**src/rtl/countdown_timer_if.sv**
```systemverilog
// Control and status bundle for countdown_timer: the controller drives load/start/stop/clear,
// the timer returns its count, run/pause status and the expiry pulse.
interface countdown_timer_if #(
    parameter int SIZE = 8
);
    logic            load;
    logic [SIZE-1:0] load_value;
    logic            start;
    logic            stop;
    logic            clear;
    logic            auto_reload;
    logic [SIZE-1:0] value;
    logic            running;
    logic            paused;
    logic            done;

    modport master (
        output load,
        output load_value,
        output start,
        output stop,
        output clear,
        output auto_reload,
        input  value,
        input  running,
        input  paused,
        input  done
    );

    modport slave (
        input  load,
        input  load_value,
        input  start,
        input  stop,
        input  clear,
        input  auto_reload,
        output value,
        output running,
        output paused,
        output done
    );
endinterface

```
**src/rtl/countdown_timer.sv**
```systemverilog
// Loadable down-counter with start/stop, one-cycle terminal-count pulse and optional auto-reload.
//
// state  | meaning
// IDLE   | not counting; value is whatever was last loaded or 0 after expiry/clear
// RUN    | value decrements each cycle; expiry when value == 1
// PAUSED | value frozen until start
module countdown_timer #(
    parameter int SIZE = 8
) (
    input  logic               clk,
    input  logic               res_n,
    countdown_timer_if.slave   bus
);

    typedef enum logic [1:0] {
        IDLE   = 2'd0,
        RUN    = 2'd1,
        PAUSED = 2'd2
    } state_t;

    state_t          state;
    state_t          state_eff;
    logic [SIZE-1:0] value_q;
    logic [SIZE-1:0] reload_q;
    logic [SIZE-1:0] value_eff;
    logic            done_q;

    // A same-cycle load is visible to start/stop; loading 0 while running drops back to IDLE.
    always_comb begin
        value_eff = value_q;
        state_eff = state;
        if (bus.load) begin
            value_eff = bus.load_value;
            if ((state == RUN) && (bus.load_value == '0)) begin
                state_eff = IDLE;
            end
        end
    end

    always_ff @(posedge clk or negedge res_n) begin
        if (!res_n) begin
            state    <= IDLE;
            value_q  <= '0;
            reload_q <= '0;
            done_q   <= 1'b0;
        end else begin
            done_q <= 1'b0;
            if (bus.clear) begin
                value_q <= '0;
                state   <= IDLE;
            end else begin
                if (bus.load) begin
                    value_q  <= bus.load_value;
                    reload_q <= bus.load_value;
                    state    <= state_eff;
                end

                if (bus.stop) begin
                    if (state_eff == RUN) begin
                        state <= PAUSED;
                    end
                end else if (bus.start && (state_eff != RUN)) begin
                    if (value_eff != '0) begin
                        state <= RUN;
                    end else begin
                        done_q <= 1'b1;
                        state  <= IDLE;
                    end
                end else if (!bus.load && (state == RUN)) begin
                    if (value_q > SIZE'(1)) begin
                        value_q <= value_q - SIZE'(1);
                    end else if (value_q == SIZE'(1)) begin
                        done_q <= 1'b1;
                        if (bus.auto_reload && (reload_q != '0)) begin
                            value_q <= reload_q;
                        end else begin
                            value_q <= '0;
                            state   <= IDLE;
                        end
                    end else begin
                        // Unreachable guard: never sit in RUN with a zero count.
                        state <= IDLE;
                    end
                end
            end
        end
    end

    assign bus.value   = value_q;
    assign bus.done    = done_q;
    assign bus.running = (state == RUN);
    assign bus.paused  = (state == PAUSED);

endmodule
```
**src/flat_wrapper.sv**
```systemverilog
// flat-port wrapper written by rule: the top's interface ports become plain ports
module countdown_timer_flat 
#(
    parameter int SIZE = 8
)
  (clk, res_n, bus_load, bus_load_value, bus_start, bus_stop, bus_clear, bus_auto_reload, bus_value, bus_running, bus_paused, bus_done);
  countdown_timer_if #(.SIZE(SIZE)) bus_i ();
  input  logic clk;
  input  logic res_n;
  input wire logic [$bits(bus_i.load)-1:0] bus_load;
  input wire logic [$bits(bus_i.load_value)-1:0] bus_load_value;
  input wire logic [$bits(bus_i.start)-1:0] bus_start;
  input wire logic [$bits(bus_i.stop)-1:0] bus_stop;
  input wire logic [$bits(bus_i.clear)-1:0] bus_clear;
  input wire logic [$bits(bus_i.auto_reload)-1:0] bus_auto_reload;
  output wire logic [$bits(bus_i.value)-1:0] bus_value;
  output wire logic [$bits(bus_i.running)-1:0] bus_running;
  output wire logic [$bits(bus_i.paused)-1:0] bus_paused;
  output wire logic [$bits(bus_i.done)-1:0] bus_done;
  assign bus_i.load = bus_load;
  assign bus_i.load_value = bus_load_value;
  assign bus_i.start = bus_start;
  assign bus_i.stop = bus_stop;
  assign bus_i.clear = bus_clear;
  assign bus_i.auto_reload = bus_auto_reload;
  assign bus_value = bus_i.value;
  assign bus_running = bus_i.running;
  assign bus_paused = bus_i.paused;
  assign bus_done = bus_i.done;
  countdown_timer #(.SIZE(SIZE)) u_core (.clk(clk), .res_n(res_n), .bus(bus_i));
endmodule
```
**config.mk**
```make
export PLATFORM = sky130hd
export DESIGN_NAME = countdown_timer_flat
export DESIGN_NICKNAME = d
export VERILOG_FILES = /design/src/rtl/countdown_timer_if.sv /design/src/rtl/countdown_timer.sv /design/src/flat_wrapper.sv
export SDC_FILE = /design/constraint.sdc
export NUM_CORES = 1
export LEC_CHECK = 0
export BUFFER_PORTS_ARGS = -buffer_cell sky130_fd_sc_hd__buf_2
export CAP_MARGIN = 20
export CELL_PAD_IN_SITES_DETAIL_PLACEMENT = 1
export CELL_PAD_IN_SITES_GLOBAL_PLACEMENT = 1
export CORE_MARGIN = 2
export CORE_UTILIZATION = 45
export DETAILED_ROUTE_END_ITERATION = 10
export HOLD_SLACK_MARGIN = 0.06
export PLACE_DENSITY = 0.85
export SLEW_MARGIN = 20
export SYNTH_ARGS = -nofsm -noshare
export SYNTH_HDL_FRONTEND = slang
export SYNTH_SLANG_ARGS = --single-unit
```
**constraint.sdc**
```tcl
create_clock -name clk -period 3.3 [get_ports clk]
set_clock_uncertainty 0.05 [all_clocks]
set_input_delay 0.33 -clock clk [delete_from_list [all_inputs] [get_ports clk]]
set_output_delay 0.33 -clock clk [all_outputs]
set_load 0.01 [all_outputs]
```
# --- Word-level counts from Yosys, hierarchy flattened ---
# Index checks and enable logic that the tools add are counted.
totals:
  reg_bits: 19
  inputBits: 15
  out_inout_bits: 11
classes:
  n_reduce_logical: 9
  eq_ne: 5
  n_mux: 27
  addsub: 1
  magnitude_cmp: 1
  bitwise_logic: 1
op_table:
  columns: ["cell", "n"]
  rows:
  - ["$mux 8", 8]
  - ["$mux 2", 11]
  - ["$reduce_bool 8->1", 2]
  - ["$eq 8x1->1 const B", 1]
  - ["$gt 8x1->1 const B", 1]
  - ["$logic_not 8->1", 1]
  - ["$mux 1", 8]
  - ["$sub 8x1->8 const B", 1]
  - ["$eq 2x1->1 const B", 2]
  - ["$logic_and 1x1->1", 4]
  - ["$eq 2x2->1 const B", 1]
  - ["$ne 2x1->1 const B", 1]
  - ["$reduce_and 2->1", 1]
  - ["$logic_not 1->1", 1]
  - ["$not 1->1", 1]

# --- Longest topological paths before layout ---
depth:
  depth_word: 12
  ltp_mapped: 8

# --- Least setup slack after synthesis ---
# OpenSTA, ideal clock, no wires.
synth_path:
  path_type: "flip-flop to flip-flop"
  from: "register u_core.value_q[0] (netlist: u_core.bus.value[0])"
  to: "register u_core.value_q[6] (netlist: u_core.bus.value[6])"
  synth_period_minus_slack_ns: 1.785
  arrival_time_ns: 1.587
  path_stages_with_launch: 7
  path_slack_ns: 1.515
  setup_ns: 0.147
  cell_sequence: "dfrtp_1 -> ha_1 -> clkbuf_1 -> clkbuf_1 -> a21oi_1 -> o31ai_1 -> o32ai_1"
synth_between:
  elab_chain_cells: 7
  word_cells_on_any_way: 9
  classes_between: "add/sub: 1; order compare: 1; eq/ne: 1; mux: 6"
synth_lines:
  columns: ["element", "line", "source"]
  rows:
  - ["start: declaration", "countdown_timer.sv:23", "logic [SIZE-1:0] value_q;"]
  - ["start signal: assignment", "countdown_timer.sv:53", "value_q <= bus.load_value;"]
  - ["start signal: assignment", "countdown_timer.sv:71", "value_q <= value_q - SIZE'(1);"]
  - ["start signal: assignment", "countdown_timer.sv:75", "value_q <= reload_q;"]
  - ["parallel branches: the longest is 2 deep, another holds $sub 8x1->8", null, null]
  - ["$mux 8 *", "countdown_timer.sv:70", "if (value_q > SIZE'(1)) begin"]
  - ["$mux 8 *", "countdown_timer.sv:69", "end else if (!bus.load && (state == RUN)) begin"]
  - ["$mux 8 *", "countdown_timer.sv:62", "end else if (bus.start && (state_eff != RUN)) begin"]
  - ["$mux 8 *", "countdown_timer.sv:58", "if (bus.stop) begin"]
  - ["$mux 8 *", "countdown_timer.sv:48", "if (bus.clear) begin"]
# Mark *: on every way between the ends.
# A chain may end at the register's enable or synchronous reset.

# --- Worst setup path after layout ---
layout_path:
  from: "register u_core.value_q[0] (netlist: u_core.bus.value[0])"
  to: "register u_core.value_q[4] (netlist: u_core.bus.value[4])"
# The elaborated chain is that of the path after synthesis.

==> impl_summary.log <==
[metrics] total count of hold-check failures in the final report: 0
[metrics] count of flip-flops with a built-in enable after synthesis: 0
[metrics] largest cells by area after synthesis: sky130_fd_sc_hd__dfrtp_1, sky130_fd_sc_hd__mux2_1, sky130_fd_sc_hd__a21oi_1
[metrics] Setup TNS: 0 ns
[metrics] number of violations reported at the end of detailed-routing iteration 0: 97
[metrics] data required time of the critical path: 3.48 ns
[metrics] Layout Area Growth over Synthesis: 10.9%
[metrics] top cells by instance count after synthesis: sky130_fd_sc_hd__dfrtp_1, sky130_fd_sc_hd__nor2_1, sky130_fd_sc_hd__a21oi_1
[metrics] initial core utilization: 46.7%
[metrics] count of distinct cell types in the synthesized netlist: 53
[metrics] share of final-layout standard cells stronger than drive strength 1: 21.4%
[metrics] Data arrival, critical path: 2.28 ns
[metrics] Worst Hold Margin: 0.190 ns
[metrics] fmax: 476 MHz
[metrics] pwr dens: 393 mW/mm2
[metrics] overall routing resource usage: 26.8%
[metrics] TritonCTS clock tree: done
[metrics] number of levels the H-tree was split into: 1
[metrics] instance count of the mapped netlist: 155
[metrics] post-layout worst setup margin: 1.20 ns
[metrics] # clock sinks: 19
[metrics] antenna violations before repair: 0
[metrics] largest fanout on the critical path: 21
[metrics] insertion delay to the later sink of the worst-skew pair: 0.31 ns
[metrics] synthesis-stage register bit count: 19
[metrics] final setup fails: 0
[metrics] via count: 1,445
[metrics] Nets: 191
[metrics] # Max-Cap Violations: 0
[metrics] number of cells on the worst reg-to-reg path: 4
[metrics] most used flip-flop cell after synthesis: sky130_fd_sc_hd__dfrtp_1
[metrics] critical path's largest stage delay: 0.65 ns
[metrics] Min Clock Period, post-route: 2.10 ns
[metrics] number of CTS-inserted buffers: 3
[metrics] synthesized area: 0.00142 mm2
[metrics] sum of overflow across all layers after global routing: 0
[metrics] area taken by flip-flops and latches: 475 um2
[metrics] startpoint-to-endpoint class of the critical path: reg2reg
[metrics] critical path startpoint category: flip-flop
[metrics] pre-CTS setup slack: 1.27 ns
[metrics] number of buffers and inverters on the critical path: 0
[metrics] cell with the largest stage delay on the worst path: sky130_fd_sc_hd__ha_1
[metrics] IO buf count: 25
[metrics] first-pass GRT wire length: 7.18 mm
[metrics] placeable core area: 0.00303 mm2
[metrics] vias per cell: 6.66
[metrics] most used standard cell by instance count after synthesis: sky130_fd_sc_hd__dfrtp_1
[metrics] via count of the first global-routing pass: 1,426
[metrics] met2 Track Usage GR: 41.6%
[metrics] Pre-antenna DRT Iters: 4
[metrics] Cell Chain, Critical Path: ha_1 > nand3_1 > a311o_1 > a211oi_2
[metrics] routing usage on met3: 3.90%
[metrics] capturing element type of the critical path: flip-flop
[metrics] IR drop worst, VDD: 0.186 mV
[metrics] cell family with the largest share of critical-path delay: adder cells
[metrics] placer's final routability congestion estimate: 0.837
[metrics] most heavily used metal layer in global routing: met2
[metrics] synthesis warning total: 0
[metrics] Ant. Diodes: 0
[metrics] routed len/inst: 19.8 um
[metrics] Critical path origin: u_core.bus.value[0]$_DFF_PN0_
[metrics] total DRC errors in the routed layout: 0
[metrics] slew at the pin closest to its max-slew limit: 1.03 ns
[metrics] post-CTS setup buffer count: 0
[metrics] total half-perimeter wirelength after legalization and detailed placement: 3.13 mm
[metrics] fin. max-slew vios: 0
[metrics] worst slew margin relative to its limit: 31.3%
[metrics] post-route total power: 0.616 mW
[metrics] number of placement rows: 20
[metrics] post-route clock period utilization: 63.6%
[metrics] cell type contributing the most total cell area after synthesis: sky130_fd_sc_hd__dfrtp_1
[metrics] Cells on Worst Hold Path: 2
[metrics] Static Leakage: 0.669 nW
[metrics] origin of the critical flop-to-flop path: u_core.bus.value[0]$_DFF_PN0_
[metrics] RSZ-0062 raised after global routing: no
[metrics] run status: complete, no violations
[metrics] die outline area: 0.00361 mm2
[metrics] Fillers: 366
[metrics] multi-input combinational cell area: 840 um2
[metrics] floorplan die height: 60.1 um
[metrics] clock-pin slew reported for the worst setup and hold paths after clock tree synthesis: 0.12 ns
[metrics] Synth top area share: 33.6%
[metrics] CTS max path bufs: 2
[metrics] Antenna Violating Nets Remaining: 0
[metrics] sequential area share after synthesis: 33.6%
[metrics] Avg Cell Area, Syn: 9.13 um2
[metrics] clock root buffer: sky130_fd_sc_hd__clkbuf_4
[metrics] Detailed Route WL: 4.31 mm
[metrics] total stage count of the critical path: 4
[metrics] GR met1 Demand/Resource: 37.0%
[metrics] horizontal extent of the die: 60.1 um
[metrics] number of I/O pins: 26
[metrics] Min-Delay Startpoint: bus_start
[metrics] maximum number of pins on one net before global-route repair: 22
[metrics] syn_nets: 172
[metrics] Hold WC Path Type: in2reg
[metrics] proportion of synthesized flip-flops having asynchronous set or reset: 100%
[kinds of logic after synthesis]
| family | share of synthesized area (%) |
|---|---|
| AOI/OAI and AO/OA | 22.5 |
| xor gates and xnor gates | 0.619 |
| adders and majority gates | 1.77 |
| buffers and inverters | 7.07 |
| DFF | 33.6 |
| muxes | 12.3 |
| and+or+nand+nor | 22.1 |
[cell usage in the layout, fill, tap and decap left out, types with 2 or more instances in the layout]
cell type,n
sky130_fd_sc_hd__a31oi_1,2
sky130_fd_sc_hd__a21oi_1,10
sky130_fd_sc_hd__dfrtp_1,19
sky130_fd_sc_hd__inv_1,8
sky130_fd_sc_hd__nor2b_1,2
sky130_fd_sc_hd__nand2b_1,2
sky130_fd_sc_hd__a41oi_1,3
sky130_fd_sc_hd__mux2i_1,5
sky130_fd_sc_hd__buf_2,25
sky130_fd_sc_hd__a221oi_1,2
sky130_fd_sc_hd__mux2_1,7
sky130_fd_sc_hd__nand4_1,5
sky130_fd_sc_hd__nor4_1,5
sky130_fd_sc_hd__nor3_1,4
sky130_fd_sc_hd__and3_1,4
sky130_fd_sc_hd__nand2_1,7
sky130_fd_sc_hd__nand3_1,5
sky130_fd_sc_hd__o32ai_1,2
sky130_fd_sc_hd__o31ai_1,2
sky130_fd_sc_hd__mux2_2,4
sky130_fd_sc_hd__ha_1,2
sky130_fd_sc_hd__o41ai_1,2
sky130_fd_sc_hd__clkbuf_4,3
sky130_fd_sc_hd__nor2_1,11
sky130_fd_sc_hd__a311oi_1,4
[path summary, 6_finish.rpt]
check / end / slack [ns]
max: u_core.bus.value[4]$_DFF_PN0_ / 1.20
min: u_core.state[1]$_DFF_PN0_ / 0.19
max reg2reg: u_core.bus.value[4]$_DFF_PN0_ / 1.20
min reg2reg: u_core.reload_q[0]$_DFFE_PN0P_ / 0.48
max in group asynchronous: u_core.reload_q[6]$_DFFE_PN0P_ / 2.44
min in group asynchronous: u_core.bus.value[2]$_DFF_PN0_ / 0.44
[state kept, by name, summed over array words and instances (netlist names)]
| signal | count |
|---|---|
| u_core.bus.value | 8 |
| u_core.reload_q | 8 |
| u_core.state | 2 |
| u_core.bus.done | 1 |
[area by class of cell]
type / instances / share of cell area (%)
Multi-Input combinational cell: 115 / 53.5
Inverter: 8 / 1.91
Timing Repair Buffer: 27 / 9.09
Sequential cell: 19 / 30.3
Tap cell: 44 / 3.51
Clock buffer: 4 / 1.67
[routing by layer]
metal,vias up,share of wire [%],wire length [um]
met4,0,2.4,104
met3,14,7.7,330
met5,-,0,0
met2,69,48,2050
li1,634,-,-
met1,728,42,1820
[repair_timing]
| item | CTS | global route |
|---|---|---|
| endpoints found under the hold margin | 19 | 0 |
| hold buffers | 1 | 0 |
| gates resized for setup | 0 | 0 |
[worst register-to-register path: stages, from the launching register on]
cell and delay [ns]:
sky130_fd_sc_hd__dfrtp_1 0.53, sky130_fd_sc_hd__ha_1 0.65, sky130_fd_sc_hd__nand3_1 0.16, sky130_fd_sc_hd__a311o_1 0.40, sky130_fd_sc_hd__a211oi_2 0.22
[power breakdown]
group / switching, mW / internal [mW]
sequential: 0.0312 / 0.256
combinational: 0.120 / 0.0817
clock: 0.0795 / 0.0472
total: 0.230 / 0.385
[through the flow]
stage / utilization (%) / instance area [um2] / std cells
after floorplan: - / 1420 / 155
after global placement: 50.6 / 1530 / 212
after detailed placement: 50.6 / 1530 / 212
after CTS: 51.8 / 1570 / 217
after global routing: 51.8 / 1570 / 217
final: 51.8 / 1570 / 217
(Power assumes the default switching activity.)
